**config.mk**
```make
export PLATFORM = sky130hd
export DESIGN_NAME = multicycle_control_unit
export DESIGN_NICKNAME = d
export VERILOG_FILES = /design/src/rtl/multicycle_control_unit.sv
export SDC_FILE = /design/constraint.sdc
export NUM_CORES = 1
export LEC_CHECK = 0
export ABC_AREA = 1
export CAP_MARGIN = 30
export CORE_UTILIZATION = 50
export CTS_CLUSTER_SIZE = 40
export DETAILED_ROUTE_END_ITERATION = 10
export GPL_TIMING_DRIVEN = 1
export HOLD_SLACK_MARGIN = 0.06
export PLACE_DENSITY = 0.9
export SYNTH_ARGS = -nofsm -noshare
export SYNTH_HDL_FRONTEND = slang
export SYNTH_SLANG_ARGS = --single-unit
```
**constraint.sdc**
```tcl
create_clock -name clk -period 2 [get_ports clk]
set_input_delay 0.3 -clock clk [delete_from_list [all_inputs] [get_ports clk]]
set_output_delay 0.3 -clock clk [all_outputs]
set_load 0.005 [all_outputs]
```
**src/rtl/multicycle_control_unit.sv**
```systemverilog
// Multi-cycle FETCH/DECODE/EXEC/MEM sequencer; strobes are combinational from state, opcode, zero and mem_ready.
// Memory requests hold until mem_ready; a request unanswered for MEM_TIMEOUT cycles latches a sticky fault.
module multicycle_control_unit #(
    parameter int                  OPCODE_W    = 8,
    parameter int                  ALUOP_W     = 3,
    parameter int                  CNT_W       = 16,
    parameter int                  MEM_TIMEOUT = 15,
    parameter logic [OPCODE_W-1:0] OP_LOAD     = 8'h01,
    parameter logic [OPCODE_W-1:0] OP_STORE    = 8'h02,
    parameter logic [OPCODE_W-1:0] OP_JUMP     = 8'h03,
    parameter logic [OPCODE_W-1:0] OP_BRZ      = 8'h04,
    parameter logic [OPCODE_W-1:0] OP_HALT     = 8'hFF
) (
    input  logic                clk,
    input  logic                reset,
    input  logic                start,
    input  logic [OPCODE_W-1:0] opcode,
    input  logic                zero,
    input  logic                mem_ready,
    output logic                ir_write,
    output logic                pc_write,
    output logic                jump,
    output logic                branch,
    output logic                mem_read,
    output logic                mem_write,
    output logic                reg_write,
    output logic [ALUOP_W-1:0]  alu_op,
    output logic                done,
    output logic                fault,
    output logic [CNT_W-1:0]    instr_count
);
    localparam int WAIT_W = (MEM_TIMEOUT < 2) ? 1 : $clog2(MEM_TIMEOUT + 1);

    typedef enum logic [2:0] {
        S_IDLE, S_FETCH, S_DECODE, S_EXEC, S_MEM, S_HALTED, S_FAULT
    } state_t;

    state_t            r_state;
    logic [WAIT_W-1:0] r_wait;
    logic [CNT_W-1:0]  r_count;

    logic w_is_load, w_is_store, w_is_jump, w_is_brz, w_is_halt;
    logic w_retire, w_timeout;

    assign w_is_load  = (opcode == OP_LOAD);
    assign w_is_store = (opcode == OP_STORE);
    assign w_is_jump  = (opcode == OP_JUMP);
    assign w_is_brz   = (opcode == OP_BRZ);
    assign w_is_halt  = (opcode == OP_HALT);

    // Final-strobe cycle of every instruction except HALT.
    assign w_retire = ((r_state == S_DECODE) && !w_is_halt && (w_is_jump || w_is_brz))
                   || (r_state == S_EXEC)
                   || ((r_state == S_MEM) && mem_ready);

    // True on the MEM_TIMEOUT-th consecutive cycle without mem_ready.
    assign w_timeout = !mem_ready && (r_wait == WAIT_W'(MEM_TIMEOUT - 1));

    assign instr_count = r_count;

    always_comb begin
        ir_write  = 1'b0;
        pc_write  = 1'b0;
        jump      = 1'b0;
        branch    = 1'b0;
        mem_read  = 1'b0;
        mem_write = 1'b0;
        reg_write = 1'b0;
        alu_op    = '0;
        done      = 1'b0;
        fault     = 1'b0;
        case (r_state)
            S_FETCH: begin
                mem_read = 1'b1;
                ir_write = mem_ready;
            end
            S_DECODE: begin
                if (!w_is_halt && w_is_jump) begin
                    jump     = 1'b1;
                    pc_write = 1'b1;
                end else if (!w_is_halt && w_is_brz) begin
                    branch   = 1'b1;
                    pc_write = zero;
                end
            end
            S_EXEC: begin
                reg_write = 1'b1;
                pc_write  = 1'b1;
                alu_op    = opcode[ALUOP_W-1:0];
            end
            S_MEM: begin
                if (w_is_load) begin
                    mem_read  = 1'b1;
                    reg_write = mem_ready;
                end else begin
                    mem_write = 1'b1;
                end
                pc_write = mem_ready;
            end
            S_HALTED: done  = 1'b1;
            S_FAULT:  fault = 1'b1;
            default: ;
        endcase
    end

    always_ff @(posedge clk) begin
        if (reset) begin
            r_state <= S_IDLE;
            r_wait  <= '0;
            r_count <= '0;
        end else begin
            if (w_retire && (r_count != {CNT_W{1'b1}}))
                r_count <= r_count + 1'b1;
            case (r_state)
                S_IDLE: begin
                    if (start) begin
                        r_state <= S_FETCH;
                        r_wait  <= '0;
                    end
                end
                S_FETCH, S_MEM: begin
                    if (mem_ready) begin
                        r_state <= (r_state == S_FETCH) ? S_DECODE : S_FETCH;
                        r_wait  <= '0;
                    end else if (w_timeout) begin
                        r_state <= S_FAULT;
                    end else begin
                        r_wait <= r_wait + 1'b1;
                    end
                end
                S_DECODE: begin
                    if (w_is_halt) begin
                        r_state <= S_HALTED;
                    end else if (w_is_jump || w_is_brz) begin
                        r_state <= S_FETCH;
                        r_wait  <= '0;
                    end else if (w_is_load || w_is_store) begin
                        r_state <= S_MEM;
                        r_wait  <= '0;
                    end else begin
                        r_state <= S_EXEC;
                    end
                end
                S_EXEC: begin
                    r_state <= S_FETCH;
                    r_wait  <= '0;
                end
                S_HALTED, S_FAULT: r_state <= r_state;
                default: r_state <= S_IDLE;
            endcase
        end
    end
endmodule
```
==> metrics.yaml <==
detailed_routing:
  drc: 0
  route.vias.total: 2063
  ant_nets: 0
  wl_per_cell_um: 11.97
  drt_iter0_drc: 139
  firstDrtPassIters: 4
  avgViaCountPerCell: 5.196
  wl_um: 4753
floorplan:
  die_x_um: 62.09
  fp.dieH_um: 62.09
  coreArea_um2: 3390
  initial_core_util: 0.5327
  dieArea_um2: 3855
  pin_count: 41
  core.rowCount: 21
sta:
  finalHoldViolations: 0
  finalCritPeriodShare: 0.9654
  period_needed_ns: 1.931
  tightestPinTransition_ns: 0.2935
  relSlewSlack: 0.8044
  setup_viol: 0
  slew_viol_final: 0
  worst_clock_skew_ns: 0.01219
  max_freq_ghz: 0.5179
finish:
  nets: 368
  area_delta_synth_final_pct: 37.21
  num-fill-cells: 273
  finalNonFillerCells: 397
  drive_gt1_frac: 0.2564
  n_antenna_cell: 0
  design_area_um2: 2477
synth:
  synth_warnings: 0
  yosys.area.top_type: "dfxtp_1"
  synth_area_um2: 1805
  synth_edf_count: 0
  synth_cell_types: 29
  ys_ff_latch: 23
  synth_most_common_cell: "nand2_1"
  synthTopCellsByArea: "dfxtp_1, nand2_1, nand3_1"
  synth_cells: 287
  synth_common_cells: "nand2_1, nor2_1, nand3_1, inv_1, dfxtp_1"
  yosysTopAreaCellShare: 0.2550
  async_flop_share: 0
  synthFlopType: "dfxtp_1"
  synth_nets: 303
  seq_area_frac_synth: 0.2550
  syn_avg_cell_area_um2: 6.291
global_routing:
  first_global_vias: 1758
  grt_pass1_wl_um: 7507
  grtUsageTotal: 0.2574
  grt.overflow.total: 0
  grt_max_degree: 22
  antenna_found_initial: 0
clock_network:
  htreeDepth: 1
  clkTransAtPathRegs_ns: 0.13
  hold_buffers: 0
  clock-sinks: 23
  numCtsBuffers: 3
  cts_buffer_depth: 2
  clkLatencyLatePin_ns: 0.33
  cts_root_buf: "clkbuf_4"
  cts_tree: "built"
setup_path:
  critical_path_class: "flip-flop to output port"
  cp_data_required_time_ns: 1.70
  crit_fanout: 6
  critPathLaunchType: "flip-flop"
  worstSetupEndpointType: "output port"
  arrival_ns: 1.63
power_and_ir_drop:
  powerDensity_nw_per_um2: 562.3
  peakVddDrop_v: 0.0003911
  p_leak_nw: 1.050
place:
  port_buffers: 40
  gp_congestion: 0.9537
  dp.cells: 388
  dp_hpwl_um: 3508
  postPlaceCellArea_um2: 2374
min_path:
  worstHoldPathType: "flip-flop to flip-flop"
status:
  status: "complete, no violations"
flow_run:
  cap_violations: 0
[power by group]
part / internal [mW] / switching (mW)
Sequential: 0.511 / 0.0630
Clock: 0.0784 / 0.150
Combinational: 0.248 / 0.344
Total: 0.837 / 0.557
[logic make-up (layout without fill, tap and decap cells)]
logic type      count (synthesis)  in the layout  share of synthesized area
xor+xnor                        8              8                    0.03880
simple gates                  186            186                     0.4913
buf+inv                        37            101                    0.08871
compound gates                 30             30                     0.1053
fa+ha+maj                       3              3                    0.02079
flops                          23             23                     0.2550
[critical path, stage by stage (launching register included)]
cell and delay, ns:
dfxtp_4 0.41, nand2_1 0.09, nor2_2 0.11, inv_1 0.09
nor2_1 0.09, clkdlybuf4s50_1 0.50
[cells in the final DEF, fill, tap and decap left out, types with 2 or more instances in the layout]
master	netlist	routed
dfxtp_4	0	2
nor2_4	3	3
nand3_2	3	3
clkdlybuf4s50_1	0	30
o21ai_0	6	4
dlygate4sd2_1	0	3
clkbuf_4	0	3
nor2_1	38	32
clkbuf_2	0	2
a21oi_1	13	13
nand2_4	3	3
nor3_1	3	2
xnor2_1	4	4
nor3_2	1	2
nand4_1	5	5
a21oi_2	10	10
nand3_1	29	29
nand2_1	81	79
inv_1	24	23
nor2_2	4	10
o21ai_1	0	2
dfxtp_1	23	20
ha_1	3	3
nand2_2	12	14
dlymetal6s2s_1	0	4
inv_2	8	9
buf_4	1	25
xor2_1	4	4
[final timing paths]
path                               start  slack [ns]                     endpoint  depth (start not counted)
min          instr_count[1]$_SDFFE_PP0P_        0.52  instr_count[1]$_SDFFE_PP0P_                          2
min reg2reg  instr_count[1]$_SDFFE_PP0P_        0.52  instr_count[1]$_SDFFE_PP0P_                          2
max reg2reg  instr_count[1]$_SDFFE_PP0P_        0.30  instr_count[0]$_SDFFE_PP0P_                          7
max              r_state[0]$_SDFFE_PP0P_        0.07                    alu_op[2]                          5
[repair_timing]
| item | 4_1_cts | 5_1_grt |
|---|---|---|
| gates resized for setup | 20 | 16 |
| buffers inserted | 2 | 3 |
| pin swaps | 3 | 5 |
| endpoints found under the hold margin | 0 | 0 |
| setup endpoints to repair | 10 | 10 |
[sequential cells by signal, indices dropped and copies added (netlist names)]
signal       cells
instr_count     16
r_wait           4
r_state          3
[per-layer routing]
layer | vias to the layer above | share of wire | track usage
li1 | 1046 | - | -
met1 | 943 | 0.44 | 0.3413
met2 | 64 | 0.49 | 0.4316
met3 | 10 | 0.050 | 0.04141
met4 | 0 | 0.019 | 0.06984
met5 | - | 0 | 0
[cell type report]
class                           instances  area (µm²)  share of cell area
Timing Repair Buffer                   65       579.3              0.2338
Sequential cell                        23       469.2              0.1894
Clock buffer                            4       26.28             0.01061
Multi-Input combinational cell        227        1225              0.4944
Inverter                               32       120.1             0.04848
Tap cell                               46       57.56             0.02323
[metrics by stage]
stage / power (mW) / setup WS [ns] / setup TNS [ns] / hold slack [ns] / utilization
after floorplan: 0.9593 / 0.4372 / 0 / 0.4630 / -
after global placement: 1.120 / -0.3457 / -1.234 / 0.4822 / 0.7003
after detailed placement: 1.140 / -0.3602 / -1.431 / 0.4999 / 0.7003
after CTS: 1.365 / -0.1072 / -0.2084 / 0.5186 / 0.7169
after global routing: 1.500 / -0.02080 / -0.02283 / 0.5445 / 0.7309
final: 1.393 / 0.06923 / 0 / 0.5155 / 0.7309
Note: power is estimated with default switching activity, not from simulation.
